[src/rtl/invader_fleet_if.sv]
// Hit handshake between the collision logic (master) and the invader formation (slave).
interface invader_fleet_if;
    logic       hit_valid;
    logic [4:0] hit_index;
    logic       hit_ack;

    modport master (output hit_valid, output hit_index, input hit_ack);
    modport slave  (input hit_valid, input hit_index, output hit_ack);
endinterface

[src/rtl/invader_fleet.sv]
// Formation controller for the 4x5 invader grid: alive mask, march, descent and
// speed-up as invaders die. Feeds alive mask and lowest occupied line to the game FSM.
module invader_fleet #(
    parameter int X_MIN      = 0,
    parameter int X_MAX      = 400,
    parameter int X_START    = 200,
    parameter int STEP       = 8,
    parameter int MIN_PERIOD = 2
) (
    input  logic                 clk,
    input  logic                 reset,
    input  logic [1:0]           game_state,
    input  logic                 tick,
    invader_fleet_if.slave       hit,
    output logic [19:0]          alive,
    output logic [9:0]           fleet_x,
    output logic                 fleet_dir,
    output logic [3:0]           top_line,
    output logic [3:0]           invader_line,
    output logic                 step_pulse
);
    localparam int CW = $clog2(MIN_PERIOD + 21);
    localparam int EMPTY_PERIOD = (MIN_PERIOD > 1) ? (MIN_PERIOD - 1) : 1;

    typedef enum logic [1:0] {
        GS_BEGIN = 2'b00,
        GS_CONT  = 2'b01,
        GS_WIN   = 2'b10,
        GS_OVER  = 2'b11
    } game_state_t;

    game_state_t gs;
    assign gs = game_state_t'(game_state);

    logic [19:0]   alive_reg, alive_next;
    logic [9:0]    fleet_x_reg, fleet_x_next;
    logic          dir_reg, dir_next;
    logic [3:0]    top_line_reg, top_line_next;
    logic [CW-1:0] cnt_reg, cnt_next;
    logic          ack_reg, ack_next;
    logic          step_reg, step_next;

    logic [4:0]    live_count;
    logic [CW-1:0] period;
    logic [CW:0]   cnt_inc;
    logic [10:0]   x_plus;
    logic          right_ok, left_ok;
    logic [31:0]   alive_pad;
    logic          hit_ok;
    logic [19:0]   kill_mask;
    logic [3:0]    row_any;
    logic [1:0]    low_row;
    logic [4:0]    line_sum;
    logic [3:0]    top_sat_inc;

    always_comb begin
        live_count = '0;
        for (int i = 0; i < 20; i++) begin
            live_count = live_count + {4'b0, alive_reg[i]};
        end
    end

    // Speed-up: one fewer tick per step for every invader killed.
    always_comb begin
        if (live_count == 5'd0) begin
            period = CW'(EMPTY_PERIOD);
        end else begin
            period = CW'(MIN_PERIOD + int'(live_count) - 1);
        end
    end

    assign cnt_inc     = {1'b0, cnt_reg} + {{CW{1'b0}}, 1'b1};
    assign x_plus      = {1'b0, fleet_x_reg} + 11'(STEP);
    assign right_ok    = (x_plus <= 11'(X_MAX));
    assign left_ok     = (fleet_x_reg >= 10'(X_MIN + STEP));
    assign top_sat_inc = (top_line_reg == 4'd15) ? 4'd15 : top_line_reg + 4'd1;

    assign alive_pad = {12'b0, alive_reg};
    assign hit_ok    = (gs == GS_CONT) && hit.hit_valid &&
                       (hit.hit_index < 5'd20) && alive_pad[hit.hit_index];
    assign kill_mask = 20'b1 << hit.hit_index;

    always_comb begin
        alive_next    = alive_reg;
        fleet_x_next  = fleet_x_reg;
        dir_next      = dir_reg;
        top_line_next = top_line_reg;
        cnt_next      = cnt_reg;
        ack_next      = 1'b0;
        step_next     = 1'b0;
        case (gs)
            GS_BEGIN: begin
                alive_next    = 20'hFFFFF;
                fleet_x_next  = 10'(X_START);
                dir_next      = 1'b0;
                top_line_next = 4'd0;
                cnt_next      = '0;
            end
            GS_CONT: begin
                if (tick) begin
                    if (cnt_inc >= {1'b0, period}) begin
                        cnt_next  = '0;
                        step_next = 1'b1;
                        if (!dir_reg) begin
                            if (right_ok) begin
                                fleet_x_next = x_plus[9:0];
                            end else begin
                                top_line_next = top_sat_inc;
                                dir_next      = 1'b1;
                            end
                        end else begin
                            if (left_ok) begin
                                fleet_x_next = fleet_x_reg - 10'(STEP);
                            end else begin
                                top_line_next = top_sat_inc;
                                dir_next      = 1'b0;
                            end
                        end
                    end else begin
                        cnt_next = cnt_inc[CW-1:0];
                    end
                end
                if (hit_ok) begin
                    alive_next = alive_reg & ~kill_mask;
                    ack_next   = 1'b1;
                end
            end
            default: begin
            end
        endcase
    end

    always_ff @(posedge clk or negedge reset) begin
        if (!reset) begin
            alive_reg    <= 20'hFFFFF;
            fleet_x_reg  <= 10'(X_START);
            dir_reg      <= 1'b0;
            top_line_reg <= 4'd0;
            cnt_reg      <= '0;
            ack_reg      <= 1'b0;
            step_reg     <= 1'b0;
        end else begin
            alive_reg    <= alive_next;
            fleet_x_reg  <= fleet_x_next;
            dir_reg      <= dir_next;
            top_line_reg <= top_line_next;
            cnt_reg      <= cnt_next;
            ack_reg      <= ack_next;
            step_reg     <= step_next;
        end
    end

    genvar gi;
    generate
        for (gi = 0; gi < 4; gi++) begin : g_row
            assign row_any[gi] = |alive_reg[gi*5 +: 5];
        end
    endgenerate

    // Lowest occupied row; an empty grid reports row 0 so the line falls back to top_line.
    always_comb begin
        if (row_any[3])      low_row = 2'd3;
        else if (row_any[2]) low_row = 2'd2;
        else if (row_any[1]) low_row = 2'd1;
        else                 low_row = 2'd0;
    end

    assign line_sum     = {1'b0, top_line_reg} + {3'b0, low_row};
    assign invader_line = (line_sum > 5'd15) ? 4'd15 : line_sum[3:0];

    assign alive       = alive_reg;
    assign fleet_x     = fleet_x_reg;
    assign fleet_dir   = dir_reg;
    assign top_line    = top_line_reg;
    assign step_pulse  = step_reg;
    assign hit.hit_ack = ack_reg;
endmodule

[src/flat_wrapper.sv]
// flat-port wrapper written by rule: the top's interface ports become plain ports
module invader_fleet_flat 
#(
    parameter int X_MIN      = 0,
    parameter int X_MAX      = 400,
    parameter int X_START    = 200,
    parameter int STEP       = 8,
    parameter int MIN_PERIOD = 2
)
  (clk, reset, game_state, tick, alive, fleet_x, fleet_dir, top_line, invader_line, step_pulse, hit_hit_valid, hit_hit_index, hit_hit_ack);
  invader_fleet_if hit_i ();
  input  logic clk;
  input  logic reset;
  input  logic [1:0] game_state;
  input  logic tick;
  output logic [19:0] alive;
  output logic [9:0] fleet_x;
  output logic fleet_dir;
  output logic [3:0] top_line;
  output logic [3:0] invader_line;
  output logic step_pulse;
  input wire logic [$bits(hit_i.hit_valid)-1:0] hit_hit_valid;
  input wire logic [$bits(hit_i.hit_index)-1:0] hit_hit_index;
  output wire logic [$bits(hit_i.hit_ack)-1:0] hit_hit_ack;
  assign hit_i.hit_valid = hit_hit_valid;
  assign hit_i.hit_index = hit_hit_index;
  assign hit_hit_ack = hit_i.hit_ack;
  invader_fleet #(.X_MIN(X_MIN), .X_MAX(X_MAX), .X_START(X_START), .STEP(STEP), .MIN_PERIOD(MIN_PERIOD)) u_core (.clk(clk), .reset(reset), .game_state(game_state), .tick(tick), .hit(hit_i), .alive(alive), .fleet_x(fleet_x), .fleet_dir(fleet_dir), .top_line(top_line), .invader_line(invader_line), .step_pulse(step_pulse));
endmodule
[config.mk]
export PLATFORM = sky130hd
export DESIGN_NAME = invader_fleet_flat
export DESIGN_NICKNAME = d
export VERILOG_FILES = /design/src/rtl/invader_fleet_if.sv /design/src/rtl/invader_fleet.sv /design/src/flat_wrapper.sv
export SDC_FILE = /design/constraint.sdc
export NUM_CORES = 1
export LEC_CHECK = 0
export ABC_AREA = 1
export BUFFER_PORTS_ARGS = -buffer_cell sky130_fd_sc_hd__buf_4
export CAP_MARGIN = 20
export CORE_AREA = 2 2 110 80
export CTS_CLUSTER_SIZE = 12
export DETAILED_ROUTE_END_ITERATION = 10
export DIE_AREA = 0 0 112 82
export PLACE_DENSITY = 0.62
export SLEW_MARGIN = 10
export SYNTH_ARGS = -nofsm -noshare
export SYNTH_HDL_FRONTEND = slang
export SYNTH_SLANG_ARGS = --single-unit
export TNS_END_PERCENT = 5
[constraint.sdc]
create_clock -name clk -period 7.6 [get_ports clk]
set_clock_uncertainty 0.2 [all_clocks]
set_input_delay 1.14 -clock clk [delete_from_list [all_inputs] [get_ports clk]]
set_output_delay 1.14 -clock clk [all_outputs]
set_load 0.01 [all_outputs]
# Yosys cells after proc, flatten, opt, wreduce, memory -nomap -nowiden
# Index checks and enable logic that the tools add are counted.
# Widths: inputs -> output; s select.
[op_classes]
shift = 1
bitwise = 2
addsub = 26
eq_ne = 9
n_mux = 36
magnitude_cmp = 6
reduce_logical = 14
[ops]
columns = ["op", "n"]
rows = [
  ["$add 5x1->5", 18],
  ["$mux 10", 5],
  ["$pmux 20 s2", 1],
  ["$mux 4", 7],
  ["$and 20x20->20", 1],
  ["$mux 20", 1],
  ["$not 20->20", 1],
  ["$pmux 10 s2", 1],
  ["$shl 1x5->20 const A", 1],
  ["$mux 5", 3],
  ["$reduce_or 5->1", 3],
  ["$mux 1", 12],
  ["$add 10x4->11 const B", 1],
  ["$le 11x9->1 const B", 1],
  ["$ge 10x4->1 const B", 1],
  ["$pmux 5 s2", 1],
  ["$reduce_and 5->1", 2],
  ["$sub 10x4->10 const B", 1],
  ["$pmux 4 s2", 1],
  ["$add 5x1->6 const B", 1],
  ["$ge 6x5->1", 1],
  ["$lt 5x6->1 const B", 1],
  ["$ne 3x3->1 const B", 2],
  ["$add 2x5->5 const A", 1],
  ["21 further kinds", 26],
]
[totals]
output_inout_bits = 41
reg_bits = 42
input_bits = 11
wordCells = 101

# Depth between registers and ports, before layout
# Gate-level depths: netlist of run 1.
[depth]
word_depth = 26
mapped_depth = 26
ltp_nobuf = 26

# Worst setup path after synthesis of run 1
# OpenSTA, ideal clock, no wires.
[synth_path]
kind = "reg-to-reg"
from = "reg u_core.alive_reg[0], in the netlist u_core.alive[0]"
to = "reg u_core.fleet_x_reg[4], in the netlist u_core.fleet_x[4]"
setup_time_ps = 117
path_buffers = 1
period_less_slack_ps = 6085
t_arrival_ps = 5768
t_required_ps = 7283
stages_incl_launch_ff = 27
slack_ps = 1515
cell_sequence = "dfstp_2 > ha_1 > inv_1 > fa_1 > fa_1 > fa_1 > fa_1 > fa_1 > inv_1 > fa_1 > fa_1 > ha_1 > inv_1 > nor2_1 > inv_1 > nor2_1 > xor2_1 > ha_1 > inv_1 > o211ai_1 > inv_2 > nand4_1 > nand2_1 > inv_2 > buf_4 > nand3_1 > nand2_1"
[synth_between]
elab_chain_cells = 25
elab_cells_between_ends = 26
classes_between = "21 x add/sub; 1 x order compare; 1 x eq/ne; 1 x mux; 2 x reduce/logical"
[synth_rtl]
columns = ["item", "line_no", "source"]
rows = [
  ["from (decl)", "invader_fleet.sv:35", "logic [19:0] alive_reg, alive_next;"],
  ["from (signal assigned)", "invader_fleet.sv:143", "alive_reg <= alive_next;"],
  ["$add 1x1->2 *", "invader_fleet.sv:59", "live_count = live_count + {4'b0, alive_reg[i]};"],
  ["$add 5x1->5 * (18 in a row)", "invader_fleet.sv:59", ""],
  ["$add 2x5->5", "invader_fleet.sv:68", "period = CW'(MIN_PERIOD + int'(live_count) - 1);"],
  ["$sub 5x2->5", "invader_fleet.sv:68", ""],
  ["$mux 5 *", "invader_fleet.sv:65", "if (live_count == 5'd0) begin"],
  ["$ge 6x5->1 *", "invader_fleet.sv:101", "if (cnt_inc >= {1'b0, period}) begin"],
  ["$ne 2x2->1 (no source line) *", "n/a", ""],
  ["$reduce_and 5->1 (no source line) *", "n/a", ""],
  ["to (signal assigned)", "invader_fleet.sv:136", "fleet_x_reg <= 10'(X_START);"],
  ["to (signal assigned)", "invader_fleet.sv:144", "fleet_x_reg <= fleet_x_next;"],
  ["to (decl)", "invader_fleet.sv:36", "logic [9:0] fleet_x_reg, fleet_x_next;"],
]
# Every way passes the cells marked *; elsewhere a longest branch is shown, timed or not.
# A chain may end at the register's enable or synchronous reset.

# Final worst setup path of run 1
[layout_path]
from = "reg u_core.alive_reg[1], in the netlist u_core.alive[1]"
to = "reg u_core.top_line_reg[2], in the netlist u_core.top_line[2]"
[layout_between]
elab_chain_cells = 25
elab_cells_between_ends = 26
classes_between = "21 x add/sub; 1 x order compare; 1 x eq/ne; 1 x mux; 2 x reduce/logical"
[layout_rtl]
columns = ["item", "line_no", "source"]
rows = [
  ["$add 1x1->2 *", "invader_fleet.sv:59", ""],
  ["$add 5x1->5 * (18 in a row)", "invader_fleet.sv:59", ""],
  ["$add 2x5->5", "invader_fleet.sv:68", ""],
  ["$sub 5x2->5", "invader_fleet.sv:68", ""],
  ["$mux 5 *", "invader_fleet.sv:65", ""],
  ["$ge 6x5->1 *", "invader_fleet.sv:101", ""],
  ["$ne 2x2->1 (no source line) *", "n/a", ""],
  ["$reduce_and 5->1 (no source line) *", "n/a", ""],
  ["to (signal assigned)", "invader_fleet.sv:146", "top_line_reg <= top_line_next;"],
  ["to (decl)", "invader_fleet.sv:38", "logic [3:0] top_line_reg, top_line_next;"],
]
# Marked as above.

==> results.json, run 1 <==
{
  "status": "complete, no violations",
  "dp_hpwl_um": 7180,
  "slew_headroom_pct": 45.6,
  "cts_buffer_depth": 2,
  "crit_type": "flop to flop",
  "fillers": 818,
  "synth-seq-area-share_pct": 28.2,
  "grt_pass1_vias": 3188,
  "hold_buffers": 0,
  "initial_core_util_pct": 43.5,
  "arrival_ns": 6.46,
  "drc": 0,
  "cts_sinks": 39,
  "io_buffers": 48,
  "syn_avg_cell_area_um2": 7.05,
  "nets": 593,
  "fin_crit_sh_pct": 85.3,
  "multi_input_area_um2": 2150,
  "drv_slew": 0,
  "grt_pass1_wl_um": 16000,
  "cts_buffers": 5,
  "timing.fmax_ghz": 0.154,
  "gp_congestion": 0.973,
  "die-area_um2": 9180,
  "die_y_um": 82,
  "vias_per_cell": 5.30,
  "drt_iter0_drc": 241,
  "syn_to_final_growth_pct": 16.4,
  "ios": 52,
  "regArea_um2": 1000,
  "drt-pass1-iter-count": 5,
  "mostFrequentLayoutCells": "147 x nand2_1, 74 x inv_1, 57 x nand3_1",
  "drive_gt1_share_pct": 18.6,
  "clkTransAtPathRegs_ns": 0.06,
  "grt_setup_unrepaired": "false",
  "tns_ns": 0,
  "track_usage_pct": 21.8,
  "largest_reg_flops": 20,
  "cap_violations": 0,
  "grt_max_degree": 40,
  "final_common_cell": "nand2_1",
  "insertion_delay_ns": 0.28,
  "post-cts-setup-buffers": 0,
  "totalWireLength_um": 9410,
  "cts_resized": 0,
  "yosysWarnings": 0,
  "setup_viol": 0,
  "ys_seq_elements": 39,
  "finalHoldViolCount": 0,
  "hp-class": "flop to flop",
  "syn-cell-area_um2": 3570,
  "critical_path.max_fanout": 14,
  "synth.distinct_cells": 40,
  "n_antenna_cell": 0,
  "period_minus_slack_ns": 6.48,
  "antenna_found_initial": 0,
  "rows": 28,
  "worstPathRequired_ns": 7.57,
  "cts_tree": "built",
  "synth_cells": 506,
  "end_kind": "flop",
  "worstSetupStartpointType": "flop",
  "htreeDepth": 2,
  "die_x_um": 112,
  "root_buffer": "clkbuf_16",
  "drtAntennaViolNets": 0,
  "gr-total-overflow": 0,
  "wl_per_cell_um": 14.4,
  "num_vias": 3457,
  "coreArea_um2": 8200,
  "worst_pin_slew_ns": 0.814
}
-- worst paths after layout --
path	slack [ns]	end	depth (start not counted)	startpoint
max in group asynchronous	6.20	u_core.alive[19]$_DFFE_PN1P_	1	reset
setup / recovery	1.12	u_core.top_line[2]$_DFFE_PN0P_	26	u_core.alive[1]$_DFFE_PN1P_
min in group asynchronous	0.63	u_core.hit.hit_ack$_DFF_PN0_	1	reset
hold reg to reg	0.31	u_core.alive[18]$_DFFE_PN1P_	2	u_core.alive[18]$_DFFE_PN1P_
hold / removal	0.31	u_core.alive[18]$_DFFE_PN1P_	2	u_core.alive[18]$_DFFE_PN1P_
setup reg to reg	1.12	u_core.top_line[2]$_DFFE_PN0P_	26	u_core.alive[1]$_DFFE_PN1P_
-- critical path: stages, from the launching register on --
cell and delay (ns):
dfstp_2 0.57, ha_1 0.24, inv_1 0.08, fa_1 0.43, fa_1 0.49, fa_1 0.54
fa_1 0.43, fa_1 0.49, inv_1 0.05, fa_1 0.41, fa_1 0.55, ha_1 0.15
inv_1 0.05, nor2_1 0.09, inv_1 0.06, nor2_1 0.13, xor2_1 0.08, ha_1 0.28
inv_1 0.04, o211ai_1 0.20, inv_2 0.05, nand4_1 0.15, nand2_1 0.12, inv_2 0.22
nand2_1 0.16, nand2_1 0.09, nand2_1 0.05
-- area by class of cell --
| cell class | count | area share [%] |
|---|---|---|
| multi-input combinational | 369 | 51.8 |
| sequential | 39 | 24.2 |
| timing repair buffer | 49 | 8.86 |
| inverter | 82 | 7.41 |
| tap | 105 | 3.16 |
| clock buffer | 6 | 3.10 |
| clock inverter | 2 | 1.45 |
-- synthesized netlist by cell type --
master | count | share of area, %
fa_1 | 14 | 7.9
ha_1 | 22 | 7.7
clkbuf_1 | 4 | 0.42
a31oi_1 | 2 | 0.35
nand3_2 | 2 | 0.56
o221ai_1 | 1 | 0.25
a211oi_1 | 3 | 0.63
a21oi_1 | 12 | 1.7
o31ai_1 | 1 | 0.21
inv_2 | 8 | 0.84
nand2_4 | 2 | 0.63
dfstp_2 | 23 | 17
nor2_1 | 22 | 2.3
conb_1 | 1 | 0.11
xnor2_1 | 2 | 0.49
o22ai_1 | 1 | 0.18
nor2_2 | 2 | 0.35
dfrtp_1 | 16 | 11
nor3_2 | 1 | 0.28
nand4_1 | 6 | 1.1
buf_1 | 2 | 0.21
nand3_1 | 57 | 8.0
nor4_1 | 1 | 0.18
nor3_1 | 5 | 0.70
buf_6 | 3 | 0.95
buf_2 | 4 | 0.56
nand3b_1 | 2 | 0.42
o21bai_1 | 2 | 0.42
o21ai_0 | 36 | 5.0
nand4_2 | 1 | 0.35
xor2_1 | 5 | 1.2
buf_4 | 5 | 1.1
nand2_1 | 147 | 15
o21ai_1 | 3 | 0.42
inv_1 | 74 | 7.8
nand2_2 | 3 | 0.53
o211ai_1 | 2 | 0.42
a22oi_1 | 6 | 1.3
nor2_4 | 2 | 0.63
o21bai_2 | 1 | 0.32
-- metrics by stage --
stage          util, %  instances  hold slack [ns]  area (um^2)  setup WS, ns
3_5_place_dp      48.4        644            0.307         3960          1.14
6_report          50.7        652            0.313         4150          1.12
2_1_floorplan        -        508            0.297         3580          1.51
3_3_place_gp      48.4        644            0.300         3960          1.30
4_1_cts           50.7        652            0.317         4150          1.13
5_1_grt           50.7        652            0.333         4150         0.734
-- layer usage --
layer	vias to the layer above	share of wire, %	global-route usage, %
met4	0	1.5	6.59
met1	1602	51	33.5
met3	12	7.3	3.47
met2	144	40	31.2
li1	1699	-	-
met5	-	0	0
-- logic make-up after synthesis --
logic type	count (synthesis)	share of synthesized area (%)
XOR/XNOR	7	1.72
AO/OA/AOI/OAI	70	11.2
AND/OR/NAND/NOR	253	31.5
other	1	0.105
adder cells (fa/ha/maj)	36	15.6
buffers and inverters	100	11.8
flip-flops	39	28.2
Power of run 1 is left out: the tool's default activity adds up to more than one toggle a clock period on the data nets, which glitch-free logic cannot reach.
==> inputs of run 2 (changes only) <==
--- a/config.mk
+++ b/config.mk
@@ -5,14 +5,14 @@
 export SDC_FILE = /design/constraint.sdc
 export NUM_CORES = 1
 export LEC_CHECK = 0
-export ABC_AREA = 1
 export BUFFER_PORTS_ARGS = -buffer_cell sky130_fd_sc_hd__buf_4
 export CAP_MARGIN = 20
-export CORE_AREA = 2 2 110 80
+export CORE_AREA = 2 2 105 77
 export CTS_CLUSTER_SIZE = 12
 export DETAILED_ROUTE_END_ITERATION = 10
-export DIE_AREA = 0 0 112 82
-export PLACE_DENSITY = 0.62
+export DIE_AREA = 0 0 107 79
+export GPL_TIMING_DRIVEN = 0
+export PLACE_DENSITY = 0.63
 export SLEW_MARGIN = 10
 export SYNTH_ARGS = -nofsm -noshare
 export SYNTH_HDL_FRONTEND = slang
==> run 2 against run 1 <==
Against the previous run: maximum frequency decreased by 8.4%; die area decreased by 8.0%; sequential share of layout area rose by 1.9 points; non-clock buffer count increased by 12; critical path depth fell by 4; final area is 7.1% lower; register-to-register slack worse by 0.59 ns; via count fell by 17%; global-route usage down 0.25 points; setup slack lost 0.59 ns; cell count shrank 21%; first-iteration DRC count decreased by 11%.
==> results.json, run 2 <==
{
  "crit_chain": "ha_1, inv_1, fa_1, fa_1, fa_1, fa_1, fa_1, inv_1, fa_1, fa_1, a21o_1, a21oi_1, nand4_1, nand2_1, ha_1, nand2b_1, a21o_1, a211oi_1, o21ai_1, o21ai_0, nor3_1, nor3_1",
  "p_int_mw": 0.393,
  "dp_hpwl_um": 6670,
  "drc": 0,
  "n_antenna_cell": 0,
  "die_y_um": 79,
  "p_leak_nw": 1.69,
  "worstPathRequired_ns": 7.60,
  "syn_to_final_growth_pct": 18.0,
  "ys_seq_elements": 39,
  "cp.depth": 22,
  "drive_gt1_share_pct": 24.8,
  "final_cell_count_no_fill": 513,
  "rr_worst_depth": 22,
  "drt_iter0_drc": 214,
  "gr-total-overflow": 0,
  "power_density_nw_per_um2": 149,
  "critical_path.max_fanout": 5,
  "cts_resized": 0,
  "synth.distinct_cells": 66,
  "synthFlopType": "dfstp_2",
  "finalHoldViolCount": 0,
  "vias_per_cell": 5.61,
  "cts_buffers": 5,
  "timing.fmax_ghz": 0.141,
  "synth_area_leaders": "dfstp_2 18%, dfrtp_1 12%, fa_1 8.6%, ha_1 8.4%, inv_1 4.5%",
  "slowest_delay_ns": 0.58,
  "coreArea_um2": 7530,
  "crit_buf_inv": 2,
  "insertion_delay_ns": 0.29,
  "rows": 27,
  "p_switching_mw": 0.183,
  "synthSimpleGateAreaFrac_pct": 17.4,
  "end_kind": "flop",
  "status": "complete, no violations",
  "synth-seq-area-share_pct": 30.8,
  "critPathMostFrequentCell": "fa_1",
  "grt_max_degree": 40,
  "root_buffer": "clkbuf_8",
  "antenna_found_initial": 0,
  "arrival_ns": 7.08,
  "min_to": "u_core.alive[4]$_DFFE_PN1P_",
  "cap_violations": 0,
  "clkTransAtPathRegs_ns": 0.08,
  "r2r_end": "u_core.top_line[2]$_DFFE_PN0P_",
  "worstSetupStartpointType": "flop",
  "drv_slew": 0,
  "synth_fa_ha_area_share_pct": 17.0,
  "largest_reg_flops": 20,
  "min_path_cells": 2,
  "drtAntennaViolNets": 0,
  "switching_share_pct": 31.7,
  "wl_per_cell_um": 16.9,
  "syn-cell-area_um2": 3270,
  "die_x_um": 107,
  "final_core_util_pct": 51.2,
  "critPathSlowestCell": "dfstp_2",
  "fillers": 702,
  "synth_cells": 357,
  "muxShareOfSynthArea_pct": 2.91,
  "crit_family": "adder cells",
  "yosysWarnings": 0,
  "ff2ff_setup_slack_ns": 0.52,
  "pwr-share-comb_pct": 27.7,
  "synth_compound_gate_area_share_pct": 21.3,
  "hp-class": "flop to flop",
  "ios": 52,
  "fin_crit_sh_pct": 93.1,
  "synth_xor_area_share_pct": 2.41,
  "final_common_cell": "buf_4",
  "cts_sinks": 39,
  "p_clk_share_pct": 32.1,
  "post-cts-setup-buffers": 0,
  "syn_avg_cell_area_um2": 9.15,
  "slew_headroom_pct": 59.1,
  "setup_viol": 0,
  "async_flop_share_pct": 100,
  "yosysTopAreaCellShare_pct": 18.5,
  "die-area_um2": 8450,
  "io_buffers": 45,
  "yosys-top-cells-count": "39 x inv_1, 35 x nand2_1, 24 x o21ai_0",
  "htreeDepth": 2,
  "synth_edf_count": 0,
  "min_from": "u_core.alive[4]$_DFFE_PN1P_",
  "yosys.area.top_type": "dfstp_2",
  "drt-pass1-iter-count": 4,
  "grt_pass1_vias": 2823,
  "period_minus_slack_ns": 7.08,
  "hold_buffers": 0,
  "cts_tree": "built",
  "initial_core_util_pct": 43.4,
  "grt_setup_unrepaired": "false",
  "nets": 458,
  "irDropWorstVdd_mv": 0.0694,
  "synth.most_common_cell": "inv_1",
  "num_vias": 2878,
  "mostFrequentLayoutCells": "49 x buf_4, 39 x inv_1, 35 x nand2_1",
  "pwr-share-seq_pct": 40.2,
  "regToRegStartpoint": "u_core.alive[0]$_DFFE_PN1P_",
  "synth_top_family_by_area": "compound AO/OA/AOI/OAI gates",
  "totalWireLength_um": 8690,
  "gp_congestion": 0.920,
  "dpl.cell_count": 505,
  "cts_buffer_depth": 2,
  "worst_pin_slew_ns": 0.614,
  "crit_type": "flop to flop",
  "tns_ns": 0,
  "track_usage_pct": 21.5,
  "grt_pass1_wl_um": 14400
}
run 2: cell count changes in the layout (fill, tap and decap cells not counted), sizes merged, moves of 6 or more:
cell | previous run | this run
clkbuf | 6 | 13
or4 | 0 | 6
o21ai | 39 | 26
a21oi | 12 | 18
inv | 82 | 39
nor2 | 26 | 20
o32a | 0 | 6
nand2 | 152 | 35
nand3 | 59 | 13
run 2: stage by stage:
| stage | setup WS [ns] | cell area, um^2 | total power, mW | hold WS, ns |
|---|---|---|---|---|
| floorplan | 1.20 | 3270 | 0.340 | 0.267 |
| global route | 0.0822 | 3860 | 0.612 | 0.328 |
| finish | 0.524 | 3860 | 0.576 | 0.294 |
| global placement | 0.714 | 3740 | 0.388 | 0.282 |
| CTS | 0.513 | 3860 | 0.577 | 0.294 |
| detailed placement | 0.586 | 3740 | 0.393 | 0.283 |
run 2: worst max path at each step:
| stage | startpoint | endpoint |
|---|---|---|
| floorplan | u_core.alive[0]$_DFFE_PN1P_ | u_core.fleet_x[9]$_DFFE_PN0P_ |
| global placement | u_core.alive[1]$_DFFE_PN1P_ | u_core.fleet_x[9]$_DFFE_PN0P_ |
| detailed placement | u_core.alive[1]$_DFFE_PN1P_ | u_core.fleet_x[9]$_DFFE_PN0P_ |
| CTS | u_core.alive[1]$_DFFE_PN1P_ | u_core.top_line[2]$_DFFE_PN0P_ |
| global route | u_core.alive[0]$_DFFE_PN1P_ | u_core.fleet_x[9]$_DFFE_PN0P_ |
| finish | u_core.alive[0]$_DFFE_PN1P_ | u_core.top_line[2]$_DFFE_PN0P_ |
run 2: kinds of logic after synthesis:
kind of cell	count (synthesis)
AOI/OAI and AO/OA	98
other	1
xor gates and xnor gates	9
muxes	8
and+or+nand+nor	111
adders and majority gates	36
buffers and inverters	55
DFF	39
run 2: cell type report:
| class | instances | area, um^2 | share of cell area, % |
|---|---|---|---|
| repair buffers | 45 | 338 | 8.76 |
| multi-input cells | 265 | 2000 | 51.9 |
| well taps | 101 | 126 | 3.28 |
| clock inverters | 2 | 35.0 | 0.909 |
| plain buffers | 16 | 120 | 3.11 |
| flip-flops and latches | 39 | 1000 | 26.1 |
| inverters | 39 | 146 | 3.80 |
| clock buffers | 6 | 82.6 | 2.14 |
run 2: worst register-to-register path, delay by kind of cell (launching register included):
| kind | cells | cell delay [ns] |
|---|---|---|
| simple gates | 5 | 0.81 |
| compound gates | 6 | 1.60 |
| buf+inv | 2 | 0.12 |
| flops | 1 | 0.58 |
| fa+ha+maj | 9 | 3.70 |
run 2: metal layers:
metal | share of wire [%] | GRT usage [%] | wire length, um | up-vias
met5 | 0 | 0 | 0 | -
met4 | 0.46 | 4.55 | 40 | 0
met2 | 40 | 29.9 | 3490 | 93
met1 | 53 | 33.9 | 4620 | 1407
met3 | 6.2 | 4.68 | 535 | 2
li1 | - | - | - | 1376
run 2: power groups by stage:
| stage | combinational, mW | sequential (mW) | clock, mW |
|---|---|---|---|
| 6_report | 0.159 | 0.231 | 0.185 |
| 4_1_cts | 0.159 | 0.231 | 0.187 |
| 3_3_place_gp | 0.153 | 0.235 | 0 |
| 3_5_place_dp | 0.158 | 0.235 | 0 |
| 2_1_floorplan | 0.106 | 0.235 | 0 |
| 5_1_grt | 0.180 | 0.233 | 0.199 |
No activity file was read; power rests on OpenSTA's default activity.
